**config.mk**
```make
export PLATFORM = sky130hd
export DESIGN_NAME = medidor_frequencia
export DESIGN_NICKNAME = d
export VERILOG_FILES = /design/src/rtl/medidor_pkg.sv /design/src/rtl/medidor_frequencia_sincronizador_borda.sv /design/src/rtl/medidor_frequencia.sv
export SDC_FILE = /design/constraint.sdc
export NUM_CORES = 1
export LEC_CHECK = 0
export ABC_AREA = 1
export ABC_CLOCK_PERIOD_IN_PS = 4850
export BUFFER_PORTS_ARGS = -buffer_cell sky130_fd_sc_hd__buf_2
export CAP_MARGIN = 10
export CORE_MARGIN = 5
export CORE_UTILIZATION = 25
export CTS_CLUSTER_SIZE = 20
export DETAILED_ROUTE_END_ITERATION = 8
export GPL_TIMING_DRIVEN = 0
export SLEW_MARGIN = 20
export SYNTH_ARGS = -nofsm -noshare
export SYNTH_HDL_FRONTEND = slang
export SYNTH_SLANG_ARGS = --single-unit
```
**constraint.sdc**
```tcl
create_clock -name clock -period 4.85 [get_ports clock]
set_input_delay 1.2125 -clock clock [delete_from_list [all_inputs] [get_ports clock]]
set_output_delay 1.2125 -clock clock [all_outputs]
set_load 0.1 [all_outputs]
```
**src/rtl/medidor_pkg.sv**
```systemverilog
// Shared types and defaults for the gated frequency counter.
//   estadoT : gate FSM state
//   clog2   : bits needed to hold values 0..value-1
package medidor_pkg;

  localparam int unsigned CLOCK_HZ            = 50_000_000;
  localparam int unsigned DEFAULT_GATE_CYCLES = CLOCK_HZ;
  localparam int unsigned DEFAULT_COUNT_WIDTH = 27;
  localparam int unsigned DEFAULT_SYNC_STAGES = 2;

  typedef enum logic {
    IDLE = 1'b0,
    GATE = 1'b1
  } estadoT;

  // Smallest width whose range covers 0..value-1 (at least 1 bit).
  function automatic int unsigned clog2(input int unsigned value);
    int unsigned result;
    result = 1;
    for (int unsigned i = 0; i < 32; i++) begin
      if (((value - 32'd1) >> i) != 32'd0) result = i + 1;
    end
    return result;
  endfunction

endpackage

```
**src/rtl/medidor_frequencia_sincronizador_borda.sv**
```systemverilog
// Synchronizes an asynchronous input and emits a one-cycle pulse per rising edge.
//   clock       : system clock
//   reset       : synchronous active-low reset
//   asyncSignal : asynchronous input
//   edgePulse   : registered rising-edge pulse, SYNC_STAGES+1 cycles after the input rises
module sincronizador_borda
  import medidor_pkg::*;
#(
  parameter int unsigned SYNC_STAGES = DEFAULT_SYNC_STAGES
) (
  input  logic clock,
  input  logic reset,
  input  logic asyncSignal,
  output logic edgePulse
);

  logic [SYNC_STAGES-1:0] syncChain;
  logic                   prevSample;

  // Metastability chain, previous-value register and registered edge detect.
  always_ff @(posedge clock) begin
    if (!reset) begin
      syncChain  <= '0;
      prevSample <= 1'b0;
      edgePulse  <= 1'b0;
    end else begin
      syncChain  <= {syncChain[SYNC_STAGES-2:0], asyncSignal};
      prevSample <= syncChain[SYNC_STAGES-1];
      edgePulse  <= syncChain[SYNC_STAGES-1] & ~prevSample;
    end
  end

endmodule

```
**src/rtl/medidor_frequencia.sv**
```systemverilog
// Gated frequency counter: counts rising edges of signalIn over GATE_CYCLES clocks.
//   clock     : system clock
//   reset     : synchronous active-low reset
//   enable    : 1 = measure, 0 = halt and discard the current window
//   signalIn  : asynchronous signal to measure
//   frequency : edge count of the last completed window
//   valid     : one-cycle pulse when frequency updates
//   overflow  : last completed window saturated the edge counter
//   busy      : high while a window is in progress
module medidor_frequencia
  import medidor_pkg::*;
#(
  parameter int unsigned GATE_CYCLES = DEFAULT_GATE_CYCLES,
  parameter int unsigned COUNT_WIDTH = DEFAULT_COUNT_WIDTH,
  parameter int unsigned SYNC_STAGES = DEFAULT_SYNC_STAGES
) (
  input  logic                   clock,
  input  logic                   reset,
  input  logic                   enable,
  input  logic                   signalIn,
  output logic [COUNT_WIDTH-1:0] frequency,
  output logic                   valid,
  output logic                   overflow,
  output logic                   busy
);

  localparam int unsigned            GATE_WIDTH = clog2(GATE_CYCLES);
  localparam logic [GATE_WIDTH-1:0]  LAST_GATE  = GATE_WIDTH'(GATE_CYCLES - 1);
  localparam logic [COUNT_WIDTH-1:0] MAX_COUNT  = '1;

  estadoT                 state, nextState;
  logic [GATE_WIDTH-1:0]  gateCount, gateNext;
  logic [COUNT_WIDTH-1:0] edgeCount, edgeNext;
  logic                   satFlag, satNext;
  logic [COUNT_WIDTH-1:0] frequencyNext;
  logic                   overflowNext, validNext, busyNext;
  logic                   edgePulse;
  logic [COUNT_WIDTH-1:0] countWithEdge;
  logic                   satWithEdge;

  sincronizador_borda #(
    .SYNC_STAGES(SYNC_STAGES)
  ) uSincronizador (
    .clock      (clock),
    .reset      (reset),
    .asyncSignal(signalIn),
    .edgePulse  (edgePulse)
  );

  // Edge counter and saturation flag as they stand including this cycle's edge.
  always_comb begin
    countWithEdge = edgeCount;
    satWithEdge   = satFlag;
    if (edgePulse) begin
      if (edgeCount == MAX_COUNT) satWithEdge = 1'b1;
      else countWithEdge = edgeCount + COUNT_WIDTH'(1);
    end
  end

  // Next-state and datapath: disable is checked before the window-end capture.
  always_comb begin
    nextState     = state;
    gateNext      = gateCount;
    edgeNext      = edgeCount;
    satNext       = satFlag;
    frequencyNext = frequency;
    overflowNext  = overflow;
    validNext     = 1'b0;
    unique case (state)
      IDLE: begin
        gateNext = '0;
        edgeNext = '0;
        satNext  = 1'b0;
        if (enable) nextState = GATE;
      end
      GATE: begin
        if (!enable) begin
          nextState = IDLE;
          gateNext  = '0;
          edgeNext  = '0;
          satNext   = 1'b0;
        end else if (gateCount == LAST_GATE) begin
          frequencyNext = countWithEdge;
          overflowNext  = satWithEdge;
          validNext     = 1'b1;
          gateNext      = '0;
          edgeNext      = '0;
          satNext       = 1'b0;
        end else begin
          gateNext = gateCount + GATE_WIDTH'(1);
          edgeNext = countWithEdge;
          satNext  = satWithEdge;
        end
      end
      default: nextState = IDLE;
    endcase
    busyNext = (nextState == GATE);
  end

  // State, counters and registered outputs.
  always_ff @(posedge clock) begin
    if (!reset) begin
      state     <= IDLE;
      gateCount <= '0;
      edgeCount <= '0;
      satFlag   <= 1'b0;
      frequency <= '0;
      overflow  <= 1'b0;
      valid     <= 1'b0;
      busy      <= 1'b0;
    end else begin
      state     <= nextState;
      gateCount <= gateNext;
      edgeCount <= edgeNext;
      satFlag   <= satNext;
      frequency <= frequencyNext;
      overflow  <= overflowNext;
      valid     <= validNext;
      busy      <= busyNext;
    end
  end

endmodule
```
==> impl_metrics.json <==
{
  "fmax_mhz": 412,
  "synth.top_cell.area_share_pct": 39.2,
  "clock-sinks": 88,
  "regToRegSetupSlack_ps": 2820,
  "finClkSkew_ps": 11.6,
  "power_leakage_uw": 0.00216,
  "rsz0062_at_grt": "no",
  "synth-edff-count": 0,
  "synth_cell_types": 31,
  "ys_seq_elements": 88,
  "ant_nets": 0,
  "hold_violations": 0,
  "clk_latency_ps": 360,
  "end_kind": "output port",
  "postCtsResizedCells": 0,
  "utilization_pct": 29.4,
  "synth_warnings": 0,
  "drive_gt1_share_pct": 12.8,
  "grt_pass1_wl_um": 19000,
  "via_count": 4179,
  "wl_um": 11500,
  "fin_crit_sh_pct": 50.0,
  "die_width_um": 144,
  "num_rows": 49,
  "synthCells": 691,
  "crit_chain": "buf_2",
  "layout_common_cells": "nand2_1 (226), inv_1 (88), dfxtp_1 (88), nor2_1 (80), nand3_1 (57)",
  "p_per_area_nw_per_um2": 279,
  "place_ws_ps": 2190,
  "start_util_pct": 25.2,
  "syn_nets": 697,
  "wl_per_cell_um": 11.9,
  "hold_buffers": 0,
  "grt_max_degree": 16,
  "coreArea_sq_um": 17800,
  "drv_cap": 0,
  "numPortBuffers": 33,
  "hpwl_um": 8900,
  "die_h_um": 144,
  "syn_to_final_growth_pct": 16.9,
  "slew_viol_final": 0,
  "fin_setup_tns_ps": 0,
  "yosys.area.top_type": "dfxtp_1",
  "cts_setup_buffers": 0,
  "final_common_cell": "nand2_1",
  "place_congestion": 0.901,
  "critical_path.max_fanout": 2,
  "worst_pin_slew_ps": 542,
  "peakVddDrop_mv": 0.173,
  "htreeDepth": 3,
  "yosysSeqAreaShare_pct": 39.2,
  "avgSynthCellArea_sq_um": 6.50,
  "grtUsageTotal_pct": 11.7,
  "route.detailed.drc": 0,
  "status": "completed",
  "synth_flop_cell": "dfxtp_1",
  "async_flop_share_pct": 0,
  "critPathMaxStageDelay_ps": 460,
  "yosys-top-cells-area": "dfxtp_1 (39%), nand2_1 (19%), inv_1 (7.4%)",
  "min_path_type": "flop to flop",
  "synthesis.area_sq_um": 4490,
  "clk_path_buf_depth": 2,
  "regArea_sq_um": 1760,
  "ios": 34,
  "crit_arrival_ps": 1210,
  "cts_tree": "done",
  "gr-total-overflow": 0,
  "cts.clk_slew.worst_paths_ps": 70,
  "nNetsFinal": 741,
  "cts_buffers": 9,
  "grt_pass1_vias": 3859,
  "fin_ws_ps": 2420,
  "setup_violations": 0,
  "drtPass1Iterations": 4,
  "critPathKind": "flop to output port",
  "n_fill_cell": 1968,
  "crit_family": "buffers and inverters",
  "cts_root_buf": "clkbuf_16",
  "drtIter0Drc": 302,
  "diodes": 0,
  "critPathLaunchType": "flop",
  "max_slew_margin_pct": 63.9,
  "slowest_stage": "buf_2",
  "required_ps": 3640,
  "critPathBufInv": 1,
  "dieArea_sq_um": 20700,
  "multiInputGateArea_sq_um": 2270,
  "antenna_found_initial": 0,
  "fin_crit_ps": 2430,
  "via_per_inst": 4.31
}
-- registers in the layout (all words and copies together) (netlist names) --
signal and flops:
state 1, uSincronizador.syncChain 2, edgeCount 27, overflow 1
frequency 27, valid 1, gateCount 26, satFlag 1
uSincronizador.prevSample 1, uSincronizador.edgePulse 1
-- kinds of logic after synthesis --
family	after synthesis	synth area share (%)
buf+inv	111	10.2
fa+ha+maj	2	0.557
simple gates	429	42.6
compound gates	54	6.02
xor+xnor	7	1.37
flops	88	39.2
-- layout make-up --
| type | count | area share, % |
|---|---|---|
| buffer | 16 | 1.86 |
| clock buffer | 10 | 4.55 |
| clock inverter | 6 | 1.29 |
| inverter | 95 | 6.89 |
| multi-input combinational | 492 | 43.2 |
| sequential | 88 | 33.6 |
| tap | 229 | 5.46 |
| timing repair buffer | 33 | 3.15 |
-- layer usage --
metal / wire length [um] / up-vias / track usage [%]
met2: 5720 / 62 / 20.5
met3: 439 / 16 / 2.81
met5: 0 / - / 0
met1: 5190 / 1857 / 14.0
met4: 208 / 0 / 3.96
li1: - / 2244 / -
-- cells in the mapped netlist, types with 4 or more instances --
cell type and instances:
a21oi_1 46, buf_2 9, dfxtp_1 88, inv_1 88, inv_2 6, nand2_1 226
nand3_1 57, nand3b_1 13, nand4_1 13, nor2_1 80, nor2_2 7, nor3_1 10
o21ai_0 6, or2_2 5, xnor2_1 4
-- metrics by stage --
stage	cells	hold WS (ps)	cell area (sq um)	power, uW
after detailed placement	953	377	4940	764
after global routing	969	410	5250	1510
after global placement	953	374	4940	763
after floorplan	691	368	4490	755
after CTS	969	393	5250	1480
final	969	387	5250	1460
-- worst paths after layout --
path | from | endpoint | cells after the start
max reg2reg | gateCount[0]$_SDFF_PP0_ | overflow$_SDFFE_PN0P_ | 10
min reg2reg | uSincronizador.prevSample$_SDFF_PN0_ | uSincronizador.edgePulse$_SDFF_PN0_ | 1
min | uSincronizador.prevSample$_SDFF_PN0_ | uSincronizador.edgePulse$_SDFF_PN0_ | 1
max | frequency[15]$_SDFFE_PN0P_ | frequency[15] | 1
-- power breakdown --
part	switching (uW)	internal (uW)	total (uW)
Combinational	17.4	3.90	21.3
Clock	301	415	716
Sequential	0.908	724	725
(Power assumes the default switching activity.)
